--- src/rtl/nf_10g_if_regs_pkg.sv ---
// Shared definitions for the NetFPGA SUME 10GE interface CPU register file.
// Holds the register byte offsets (relative to C_BASE_ADDRESS), the reset
// defaults of the identification words, the value returned for unmapped
// reads, and the state encodings of the AXI4-Lite handshake FSMs.
package nf_10g_if_regs_pkg;

  // Register byte offsets
  localparam logic [31:0] OFF_ID              = 32'h0000_0000;
  localparam logic [31:0] OFF_VERSION         = 32'h0000_0004;
  localparam logic [31:0] OFF_RESET           = 32'h0000_0008;
  localparam logic [31:0] OFF_FLIP            = 32'h0000_000C;
  localparam logic [31:0] OFF_DEBUG           = 32'h0000_0010;
  localparam logic [31:0] OFF_INTERFACEID     = 32'h0000_0014;
  localparam logic [31:0] OFF_PKTIN           = 32'h0000_0018;
  localparam logic [31:0] OFF_PKTOUT          = 32'h0000_001C;
  localparam logic [31:0] OFF_MACSTATUSVECTOR = 32'h0000_0020;
  localparam logic [31:0] OFF_PCSPMASTATUS    = 32'h0000_0024;
  localparam logic [31:0] OFF_PCSPMA_VEC0     = 32'h0000_0028;
  localparam logic [31:0] OFF_PCSPMA_VEC13    = 32'h0000_005C;

  localparam int unsigned PCSPMA_VEC_N = 14;

  // Defaults
  localparam logic [31:0] ID_DEFAULT      = 32'h0000_DA06;
  localparam logic [31:0] VERSION_DEFAULT = 32'h0000_0001;
  localparam logic [31:0] REG_DEFAULT     = 32'h0000_0000;
  localparam logic [31:0] UNMAPPED_RDATA  = 32'hDEAD_BEEF;

  // Handshake FSM states
  typedef enum logic [1:0] {
    WR_IDLE,
    WR_ACK,
    WR_RESP
  } wr_state_e;

  typedef enum logic [1:0] {
    RD_IDLE,
    RD_ACK,
    RD_RESP
  } rd_state_e;

endpackage

--- src/rtl/nf_axil_slave_if.sv ---
// AXI4-Lite slave handshake engine for the 10GE interface register file.
// Runs one write FSM and one independent read FSM so a read and a write can
// be served in the same cycle. Produces one-cycle wr_en / rd_en strobes
// (coincident with the AWREADY/WREADY and ARREADY pulses) together with the
// latched address, write data and byte strobes for the register decode.
// Ports:
//   clk, resetn               clock, synchronous active-low reset
//   S_AXI_AW*/W*/B*           AXI4-Lite write address/data/response
//   S_AXI_AR*/R*              AXI4-Lite read address/data
//   wr_en/wr_addr/wr_data/wr_strb  write strobe and latched write beat
//   rd_en/rd_addr             read strobe and latched read address
//   rd_data                   decoded read value, captured while rd_en
module nf_axil_slave_if
  import nf_10g_if_regs_pkg::*;
#(
  parameter int C_S_AXI_ADDR_WIDTH = 12
) (
  input  logic                          clk,
  input  logic                          resetn,
  input  logic [C_S_AXI_ADDR_WIDTH-1:0] S_AXI_AWADDR,
  input  logic                          S_AXI_AWVALID,
  output logic                          S_AXI_AWREADY,
  input  logic [31:0]                   S_AXI_WDATA,
  input  logic [3:0]                    S_AXI_WSTRB,
  input  logic                          S_AXI_WVALID,
  output logic                          S_AXI_WREADY,
  output logic                          S_AXI_BVALID,
  input  logic                          S_AXI_BREADY,
  input  logic [C_S_AXI_ADDR_WIDTH-1:0] S_AXI_ARADDR,
  input  logic                          S_AXI_ARVALID,
  output logic                          S_AXI_ARREADY,
  output logic [31:0]                   S_AXI_RDATA,
  output logic                          S_AXI_RVALID,
  input  logic                          S_AXI_RREADY,
  output logic                          wr_en,
  output logic [C_S_AXI_ADDR_WIDTH-1:0] wr_addr,
  output logic [31:0]                   wr_data,
  output logic [3:0]                    wr_strb,
  output logic                          rd_en,
  output logic [C_S_AXI_ADDR_WIDTH-1:0] rd_addr,
  input  logic [31:0]                   rd_data
);

  wr_state_e wr_state;
  rd_state_e rd_state;

  // The handshake cycle is the one where the READY pulse is high
  assign wr_en = S_AXI_AWREADY;
  assign rd_en = S_AXI_ARREADY;

  // Write FSM: accept -> READY pulse (register update) -> BVALID until BREADY
  always_ff @(posedge clk) begin
    if (!resetn) begin
      wr_state      <= WR_IDLE;
      S_AXI_AWREADY <= 1'b0;
      S_AXI_WREADY  <= 1'b0;
      S_AXI_BVALID  <= 1'b0;
    end else begin
      case (wr_state)
        WR_IDLE: begin
          if (S_AXI_AWVALID && S_AXI_WVALID) begin
            S_AXI_AWREADY <= 1'b1;
            S_AXI_WREADY  <= 1'b1;
            wr_state      <= WR_ACK;
          end
        end
        WR_ACK: begin
          S_AXI_AWREADY <= 1'b0;
          S_AXI_WREADY  <= 1'b0;
          S_AXI_BVALID  <= 1'b1;
          wr_state      <= WR_RESP;
        end
        WR_RESP: begin
          if (S_AXI_BREADY) begin
            S_AXI_BVALID <= 1'b0;
            wr_state     <= WR_IDLE;
          end
        end
        default: begin
          S_AXI_AWREADY <= 1'b0;
          S_AXI_WREADY  <= 1'b0;
          S_AXI_BVALID  <= 1'b0;
          wr_state      <= WR_IDLE;
        end
      endcase
    end
  end

  // Write beat capture (data path, no reset)
  always_ff @(posedge clk) begin
    if (wr_state == WR_IDLE) begin
      wr_addr <= S_AXI_AWADDR;
      wr_data <= S_AXI_WDATA;
      wr_strb <= S_AXI_WSTRB;
    end
  end

  // Read FSM: accept -> ARREADY pulse (RDATA captured) -> RVALID until RREADY
  always_ff @(posedge clk) begin
    if (!resetn) begin
      rd_state      <= RD_IDLE;
      S_AXI_ARREADY <= 1'b0;
      S_AXI_RVALID  <= 1'b0;
      S_AXI_RDATA   <= '0;
    end else begin
      case (rd_state)
        RD_IDLE: begin
          if (S_AXI_ARVALID) begin
            S_AXI_ARREADY <= 1'b1;
            rd_state      <= RD_ACK;
          end
        end
        RD_ACK: begin
          S_AXI_ARREADY <= 1'b0;
          S_AXI_RVALID  <= 1'b1;
          S_AXI_RDATA   <= rd_data;
          rd_state      <= RD_RESP;
        end
        RD_RESP: begin
          if (S_AXI_RREADY) begin
            S_AXI_RVALID <= 1'b0;
            rd_state     <= RD_IDLE;
          end
        end
        default: begin
          S_AXI_ARREADY <= 1'b0;
          S_AXI_RVALID  <= 1'b0;
          rd_state      <= RD_IDLE;
        end
      endcase
    end
  end

  // Read address capture (data path, no reset)
  always_ff @(posedge clk) begin
    if (rd_state == RD_IDLE) begin
      rd_addr <= S_AXI_ARADDR;
    end
  end

endmodule

--- src/rtl/nf_10g_if_cpu_regs.sv ---
// AXI4-Lite CPU register file for the NetFPGA SUME 10GE interface.
// Stores the CPU-written control words (self-clearing RESET, FLIP, DEBUG),
// decodes reads of the identification, counter and MAC/PCS-PMA status words
// computed by the interface wrapper, and pulses clear-on-read strobes for the
// packet counters. Unmapped reads return 32'hDEADBEEF; unmapped writes are
// dropped; BRESP/RRESP are always OKAY.
// Build option: define NF_10G_PCSPMA_VECTOR_EN to make the 14
// PCSPMASTATUSVECTOR words (0x28..0x5C) readable; otherwise they read 0.
// Ports:
//   clk, resetn               clock, synchronous active-low reset
//   S_AXI_*                   AXI4-Lite slave
//   *_reg inputs              read-only values from the wrapper
//   reset_reg                 self-clearing control word
//   cpu2ip_flip_reg/debug_reg CPU-written values
//   pktin/pktout_reg_clear    one-cycle clear-on-read pulses
//   resetn_sync               resetn registered once
module nf_10g_if_cpu_regs
  import nf_10g_if_regs_pkg::*;
#(
  parameter logic [31:0] C_BASE_ADDRESS     = 32'h0000_0000,
  parameter int          C_S_AXI_DATA_WIDTH = 32,
  parameter int          C_S_AXI_ADDR_WIDTH = 12
) (
  input  logic                          clk,
  input  logic                          resetn,
  input  logic [C_S_AXI_ADDR_WIDTH-1:0] S_AXI_AWADDR,
  input  logic                          S_AXI_AWVALID,
  output logic                          S_AXI_AWREADY,
  input  logic [31:0]                   S_AXI_WDATA,
  input  logic [3:0]                    S_AXI_WSTRB,
  input  logic                          S_AXI_WVALID,
  output logic                          S_AXI_WREADY,
  output logic [1:0]                    S_AXI_BRESP,
  output logic                          S_AXI_BVALID,
  input  logic                          S_AXI_BREADY,
  input  logic [C_S_AXI_ADDR_WIDTH-1:0] S_AXI_ARADDR,
  input  logic                          S_AXI_ARVALID,
  output logic                          S_AXI_ARREADY,
  output logic [31:0]                   S_AXI_RDATA,
  output logic [1:0]                    S_AXI_RRESP,
  output logic                          S_AXI_RVALID,
  input  logic                          S_AXI_RREADY,
  input  logic [31:0]                   id_reg,
  input  logic [31:0]                   version_reg,
  input  logic [31:0]                   interfaceid_reg,
  input  logic [31:0]                   pktin_reg,
  input  logic [31:0]                   pktout_reg,
  input  logic [31:0]                   pcspmastatus_reg,
  input  logic [31:0]                   ip2cpu_flip_reg,
  input  logic [31:0]                   ip2cpu_debug_reg,
  input  logic [31:0]                   macstatusvector_reg,
  input  logic [31:0]                   pcspmastatusvector0_reg,
  input  logic [31:0]                   pcspmastatusvector1_reg,
  input  logic [31:0]                   pcspmastatusvector2_reg,
  input  logic [31:0]                   pcspmastatusvector3_reg,
  input  logic [31:0]                   pcspmastatusvector4_reg,
  input  logic [31:0]                   pcspmastatusvector5_reg,
  input  logic [31:0]                   pcspmastatusvector6_reg,
  input  logic [31:0]                   pcspmastatusvector7_reg,
  input  logic [31:0]                   pcspmastatusvector8_reg,
  input  logic [31:0]                   pcspmastatusvector9_reg,
  input  logic [31:0]                   pcspmastatusvector10_reg,
  input  logic [31:0]                   pcspmastatusvector11_reg,
  input  logic [31:0]                   pcspmastatusvector12_reg,
  input  logic [31:0]                   pcspmastatusvector13_reg,
  output logic [31:0]                   reset_reg,
  output logic [31:0]                   cpu2ip_flip_reg,
  output logic [31:0]                   cpu2ip_debug_reg,
  output logic                          pktin_reg_clear,
  output logic                          pktout_reg_clear,
  output logic                          resetn_sync
);

  localparam int AW = C_S_AXI_ADDR_WIDTH;

  logic          wr_en;
  logic [AW-1:0] wr_addr;
  logic [31:0]   wr_data;
  logic [3:0]    wr_strb;
  logic          rd_en;
  logic [AW-1:0] rd_addr;
  logic [31:0]   rd_data;

  logic [31:0]   wr_off;
  logic [31:0]   rd_off;
  logic [31:0]   wr_key;
  logic [31:0]   rd_key;
  logic [31:0]   vec_idx;

  function automatic logic [31:0] byte_merge(input logic [31:0] cur,
                                             input logic [31:0] nxt,
                                             input logic [3:0]  strb);
    logic [31:0] res;
    res = cur;
    for (int b = 0; b < 4; b++) begin
      if (strb[b]) res[8*b +: 8] = nxt[8*b +: 8];
    end
    return res;
  endfunction

  nf_axil_slave_if #(
    .C_S_AXI_ADDR_WIDTH(AW)
  ) u_axil (
    .clk          (clk),
    .resetn       (resetn),
    .S_AXI_AWADDR (S_AXI_AWADDR),
    .S_AXI_AWVALID(S_AXI_AWVALID),
    .S_AXI_AWREADY(S_AXI_AWREADY),
    .S_AXI_WDATA  (S_AXI_WDATA),
    .S_AXI_WSTRB  (S_AXI_WSTRB),
    .S_AXI_WVALID (S_AXI_WVALID),
    .S_AXI_WREADY (S_AXI_WREADY),
    .S_AXI_BVALID (S_AXI_BVALID),
    .S_AXI_BREADY (S_AXI_BREADY),
    .S_AXI_ARADDR (S_AXI_ARADDR),
    .S_AXI_ARVALID(S_AXI_ARVALID),
    .S_AXI_ARREADY(S_AXI_ARREADY),
    .S_AXI_RDATA  (S_AXI_RDATA),
    .S_AXI_RVALID (S_AXI_RVALID),
    .S_AXI_RREADY (S_AXI_RREADY),
    .wr_en        (wr_en),
    .wr_addr      (wr_addr),
    .wr_data      (wr_data),
    .wr_strb      (wr_strb),
    .rd_en        (rd_en),
    .rd_addr      (rd_addr),
    .rd_data      (rd_data)
  );

  assign S_AXI_BRESP = 2'b00;
  assign S_AXI_RRESP = 2'b00;

  // Decode only the word bits of the base-relative address; byte lanes ignored
  assign wr_off = 32'(wr_addr) - C_BASE_ADDRESS;
  assign rd_off = 32'(rd_addr) - C_BASE_ADDRESS;
  assign wr_key = 32'({wr_off[AW-1:2], 2'b00});
  assign rd_key = 32'({rd_off[AW-1:2], 2'b00});
  assign vec_idx = (rd_key - OFF_PCSPMA_VEC0) >> 2;

`ifdef NF_10G_PCSPMA_VECTOR_EN
  logic [31:0] pcspma_vec [PCSPMA_VEC_N];
  assign pcspma_vec[0]  = pcspmastatusvector0_reg;
  assign pcspma_vec[1]  = pcspmastatusvector1_reg;
  assign pcspma_vec[2]  = pcspmastatusvector2_reg;
  assign pcspma_vec[3]  = pcspmastatusvector3_reg;
  assign pcspma_vec[4]  = pcspmastatusvector4_reg;
  assign pcspma_vec[5]  = pcspmastatusvector5_reg;
  assign pcspma_vec[6]  = pcspmastatusvector6_reg;
  assign pcspma_vec[7]  = pcspmastatusvector7_reg;
  assign pcspma_vec[8]  = pcspmastatusvector8_reg;
  assign pcspma_vec[9]  = pcspmastatusvector9_reg;
  assign pcspma_vec[10] = pcspmastatusvector10_reg;
  assign pcspma_vec[11] = pcspmastatusvector11_reg;
  assign pcspma_vec[12] = pcspmastatusvector12_reg;
  assign pcspma_vec[13] = pcspmastatusvector13_reg;
  logic unused_dec;
  assign unused_dec = ^{wr_off, rd_off, vec_idx[31:4]};
`else
  logic unused_dec;
  assign unused_dec = ^{wr_off, rd_off, vec_idx,
                        pcspmastatusvector0_reg,  pcspmastatusvector1_reg,
                        pcspmastatusvector2_reg,  pcspmastatusvector3_reg,
                        pcspmastatusvector4_reg,  pcspmastatusvector5_reg,
                        pcspmastatusvector6_reg,  pcspmastatusvector7_reg,
                        pcspmastatusvector8_reg,  pcspmastatusvector9_reg,
                        pcspmastatusvector10_reg, pcspmastatusvector11_reg,
                        pcspmastatusvector12_reg, pcspmastatusvector13_reg};
`endif

  // Read decode; sampled into RDATA at the end of the ARREADY cycle, so a
  // write committing on the same edge is not yet visible.
  always_comb begin
    rd_data = UNMAPPED_RDATA;
    case (rd_key)
      OFF_ID:              rd_data = id_reg;
      OFF_VERSION:         rd_data = version_reg;
      OFF_RESET:           rd_data = reset_reg;
      OFF_FLIP:            rd_data = ip2cpu_flip_reg;
      OFF_DEBUG:           rd_data = ip2cpu_debug_reg;
      OFF_INTERFACEID:     rd_data = interfaceid_reg;
      OFF_PKTIN:           rd_data = pktin_reg;
      OFF_PKTOUT:          rd_data = pktout_reg;
      OFF_MACSTATUSVECTOR: rd_data = macstatusvector_reg;
      OFF_PCSPMASTATUS:    rd_data = pcspmastatus_reg;
      default: begin
        if (rd_key >= OFF_PCSPMA_VEC0 && rd_key <= OFF_PCSPMA_VEC13) begin
`ifdef NF_10G_PCSPMA_VECTOR_EN
          rd_data = pcspma_vec[vec_idx[3:0]];
`else
          rd_data = 32'h0;
`endif
        end
      end
    endcase
  end

  // Clear strobes coincide with the read-address handshake; the wrapper
  // clears its counter on the same edge that captures the pre-clear value.
  assign pktin_reg_clear  = rd_en && (rd_key == OFF_PKTIN);
  assign pktout_reg_clear = rd_en && (rd_key == OFF_PKTOUT);

  // Register update on the write handshake edge
  always_ff @(posedge clk) begin
    if (!resetn) begin
      reset_reg        <= REG_DEFAULT;
      cpu2ip_flip_reg  <= REG_DEFAULT;
      cpu2ip_debug_reg <= REG_DEFAULT;
    end else begin
      // reset_reg holds a written value for a single cycle only
      reset_reg <= '0;
      if (wr_en) begin
        case (wr_key)
          OFF_RESET: reset_reg        <= byte_merge(reset_reg, wr_data, wr_strb);
          OFF_FLIP:  cpu2ip_flip_reg  <= byte_merge(cpu2ip_flip_reg, wr_data, wr_strb);
          OFF_DEBUG: cpu2ip_debug_reg <= byte_merge(cpu2ip_debug_reg, wr_data, wr_strb);
          default: ;
        endcase
      end
    end
  end

  always_ff @(posedge clk) begin
    resetn_sync <= resetn;
  end

endmodule

--- config.mk ---
export PLATFORM = sky130hd
export DESIGN_NAME = nf_10g_if_cpu_regs
export DESIGN_NICKNAME = d
export VERILOG_FILES = /design/src/rtl/nf_10g_if_regs_pkg.sv /design/src/rtl/nf_axil_slave_if.sv /design/src/rtl/nf_10g_if_cpu_regs.sv
export SDC_FILE = /design/constraint.sdc
export NUM_CORES = 1
export LEC_CHECK = 0
export CAP_MARGIN = 20
export CORE_AREA = 2 2 364 366
export DETAILED_ROUTE_END_ITERATION = 7
export DIE_AREA = 0 0 366 368
export PLACE_DENSITY = 0.36
export SYNTH_ARGS = -nofsm -noshare
export SYNTH_HDL_FRONTEND = slang
export SYNTH_SLANG_ARGS = --single-unit
--- constraint.sdc ---
create_clock -name clk -period 2.55 [get_ports clk]
set_input_delay 0.3825 -clock clk [delete_from_list [all_inputs] [get_ports clk]]
set_output_delay 0.3825 -clock clk [all_outputs]
set_load 0.1 [all_outputs]
==> flow_metrics.py <==
metrics = {
    "finish": {
        "stdcell_area_um2": 18000,
        "finish.net_count": 2383,
        "drive_above_1_share_pct": 21.7,
        "syn_to_final_growth_pct": 87.7,
    },
    "worst_setup_path": {
        "crit_path_cell_trace": "buf_12 > and2_2 > nor2b_2 > and3_4 > buf_12",
        "critPathMaxStageDelay_ns": 0.49,
        "worstSetupEndpointType": "primary output",
        "setup.worst_path.start_class": "flop",
        "worst_r2r_path_depth": 9,
        "crit_start": "u_axil.rd_addr[2]$_DFFE_PP_",
        "cp_data_arrival_time_ns": 2.27,
        "rr_startpoint": "u_axil.rd_addr[9]$_DFFE_PP_",
        "required_ns": 2.17,
        "crit_path_max_fanout": 9,
        "critPathMostFrequentCell": "buf_12",
        "crit_path_top_delay_cell": "edfxtp_1",
        "crit_type": "flop to primary output",
    },
    "clock_network": {
        "cts_tree": "done",
        "cts_root_buf": "clkbuf_16",
        "clk_latency_ns": 0.52,
        "h-tree-depth": 4,
        "clockBufferDepth": 2,
        "numCtsBuffers": 17,
        "clock-sinks": 193,
        "clk_pin_slew_ns": 0.09,
    },
    "placed_design": {
        "portBuffers": 486,
        "gp_congestion": 0.781,
        "dp_hpwl_um": 73700,
        "place_area_um2": 17100,
    },
    "die": {
        "core-area_um2": 131000,
        "die-width_um": 366,
        "rows": 133,
        "initial_core_util_pct": 7.32,
        "die_h_um": 368,
        "io-pin-count": 943,
        "die_area_um2": 135000,
    },
    "route": {
        "vias_per_cell": 3.17,
        "drc": 0,
        "drt_iter0_markers": 540,
        "drtPass1Iterations": 5,
        "final_antenna_net_count": 0,
        "vias": 10700,
        "routed_wl_um": 85800,
        "wl_per_cell_um": 25.5,
    },
    "power": {
        "leakage_nw": 6.43,
        "p_switching_w": 0.00292,
        "power.density_nw_per_um2": 481,
        "internal_power_w": 0.00573,
        "clockPowerShare_pct": 35.9,
        "swShare_pct": 33.7,
        "ir_worst_vdd_v": 0.000527,
        "p_comb_share_pct": 24.6,
        "power_frac_seq_pct": 39.5,
    },
    "sta": {
        "rsz0062_at_grt": "true",
        "finalCritPeriodShare_pct": 104,
        "worst_slack_ns": -0.104,
        "drv_slew": 0,
        "period_minus_slack_ns": 2.65,
        "worstMarginPinSlew_ns": 0.689,
        "whs_ns": 0.306,
        "finClkSkew_ns": 0.0215,
        "hold_viol_final": 0,
        "setup_viol": 2,
        "slew_headroom_pct": 54.1,
        "clock.fmax_mhz": 377,
    },
    "outcome": {
        "violations": "setup timing",
        "status": "complete, but fails checks",
    },
    "synthesis": {
        "ys.flop_type": "dfxtp_1",
        "syn_area_um2": 9580,
        "ys_seq_area_share_pct": 46.2,
        "synth_area_per_cell_um2": 9.47,
        "syn_inst": 1012,
        "ys_ff_latch": 193,
        "synth-edff-count": 56,
        "netlist-cell-type-count": 60,
        "ys_warn_count": 0,
        "ys_async_sr_fraction_pct": 0,
    },
    "global_route": {
        "grtUsageMet3_pct": 6.39,
        "grt_use_total_pct": 12.5,
        "grtUsageMet1_pct": 15.9,
        "grt_busiest_layer": "met2",
        "grt_pass1_vias": 11000,
        "grtUsageMet2_pct": 17.7,
        "antenna_found_initial": 73,
        "grt.overflow.total": 0,
        "grt_pass1_wl_um": 110000,
        "grt_max_degree": 43,
    },
    "min_path": {
        "hold_depth": 2,
        "holdCritPathClass": "input port to flop",
        "worstHoldStart": "resetn",
    },
    "job": {
        "drv_cap": 0,
    },
}
==> path summary, 6_finish.rpt <==
path / end / slack, ns
min reg2reg: u_axil.S_AXI_RDATA[29]$_SDFFE_PN0P_ / 0.45
max: pktout_reg_clear / -0.10
max reg2reg: u_axil.S_AXI_RDATA[17]$_SDFFE_PN0P_ / -0.01
min: resetn_sync$_DFF_P_ / 0.31
==> metrics by stage <==
step | util (%) | worst slack (ns) | instances | setup TNS, ns | power (W)
3_5_place_dp | 13.1 | -0.135 | 3301 | -0.712 | 0.00560
3_3_place_gp | 13.1 | -0.127 | 3301 | -0.611 | 0.00561
2_1_floorplan | - | 0.0723 | 1015 | 0 | 0.00432
4_1_cts | 13.7 | -0.193 | 3344 | -0.274 | 0.00886
5_1_grt | 13.7 | -0.198 | 3358 | -0.783 | 0.00903
6_report | 13.7 | -0.104 | 3366 | -0.116 | 0.00865
==> cell families (layout without fill, tap and decap cells) <==
| logic type | count (synthesis) | after routing | share of synthesized area (%) |
|---|---|---|---|
| flip-flops | 193 | 193 | 46.2 |
| multiplexers | 134 | 134 | 14.3 |
| buffers and inverters | 88 | 666 | 4.40 |
| AND/OR/NAND/NOR | 327 | 327 | 16.0 |
| other | 1 | 22 | 0.0391 |
| AO/OA/AOI/OAI | 269 | 269 | 19.1 |
==> timing repair <==
item / in CTS / in global routing
setup endpoints to repair: 16 / 14
gates resized for setup: 12 / 5
buffers inserted: 10 / 4
hold endpoints to repair: 0 / 0
pin swaps: 2 / 2
hold buffers: 0 / 0
cloned: 1 / 0
==> power by group through the flow <==
stage	logic, W	registers (W)	clock network (W)
2_1_floorplan	0.000648	0.00367	0
3_3_place_gp	0.00211	0.00349	0
3_5_place_dp	0.00211	0.00349	0
4_1_cts	0.00216	0.00342	0.00328
5_1_grt	0.00224	0.00343	0.00336
6_report	0.00212	0.00342	0.00311
==> cell usage in the layout, fill, tap and decap left out, types with 5 or more instances in the layout <==
| cell type | count |
|---|---|
| clkdlybuf4s50_1 | 349 |
| buf_4 | 264 |
| dfxtp_1 | 137 |
| mux2i_1 | 130 |
| nand2_1 | 108 |
| nand3_1 | 80 |
| nor2_1 | 70 |
| a21boi_0 | 60 |
| edfxtp_1 | 56 |
| o21ai_0 | 39 |
| a22oi_1 | 35 |
| a21oi_1 | 32 |
| o22ai_1 | 31 |
| diode_2 | 18 |
| clkbuf_16 | 17 |
| nor3_1 | 16 |
| buf_12 | 15 |
| a221oi_1 | 13 |
| o21ai_1 | 11 |
| nor2b_1 | 10 |
| a32oi_1 | 7 |
| nand2b_1 | 6 |
| o32ai_1 | 6 |
| o22a_1 | 6 |
| a21boi_1 | 5 |
==> worst max-delay path: cells and delay by family, from the launching register on <==
family                 cells  cell delay (ns)
and+or+nand+nor            3             0.82
DFF                        1             0.49
buffers and inverters      2             0.40
==> cell type report <==
class | count | area, um2
Timing Repair Buffer | 632 | 5840
Tap cell | 1755 | 2200
Antenna cell | 18 | 45.0
Clock buffer | 19 | 453
Sequential cell | 193 | 4420
Multi-Input combinational cell | 734 | 4830
Inverter | 2 | 7.51
Clock inverter | 13 | 179
Fill cell | 15000 | 113000
==> metal layers <==
layer,vias to the layer above,share of wire (%)
li1,4911,-
met1,5041,45
met2,518,41
met3,133,11
met4,54,2.7
met5,-,0.38
==> cells in the mapped netlist (all sizes together) (2+ instances only) <==
| library cell | instances | area [um2] |
|---|---|---|
| dfxtp | 137 | 2740 |
| mux2i | 130 | 1300 |
| nand2 | 109 | 409 |
| nand3 | 80 | 400 |
| nor2 | 73 | 274 |
| a21boi | 65 | 488 |
| edfxtp | 56 | 1680 |
| clkbuf | 50 | 189 |
| o21ai | 50 | 250 |
| buf | 36 | 225 |
| a22oi | 35 | 263 |
| o22ai | 33 | 206 |
| a21oi | 32 | 160 |
| nor3 | 18 | 95.1 |
| a221oi | 13 | 114 |
| nor2b | 13 | 81.3 |
| a32oi | 7 | 61.3 |
| nand2b | 6 | 37.5 |
| o22a | 6 | 52.6 |
| o32ai | 6 | 52.6 |
| a211oi | 4 | 30.0 |
| a22o | 4 | 35.0 |
| a31oi | 4 | 25.0 |
| and2 | 3 | 18.8 |
| nand3b | 3 | 22.5 |
| nor4 | 3 | 25.0 |
| nor4b | 3 | 41.3 |
| and3 | 2 | 12.5 |
| inv | 2 | 7.51 |
| mux2 | 2 | 22.5 |
| mux4 | 2 | 45.0 |
| nand4 | 2 | 12.5 |
| nor3b | 2 | 15.0 |
| nor4bb | 2 | 20.0 |
| or2 | 2 | 12.5 |
| or3 | 2 | 17.5 |
| or4 | 2 | 15.0 |
Power figures use the tool's default switching activity.
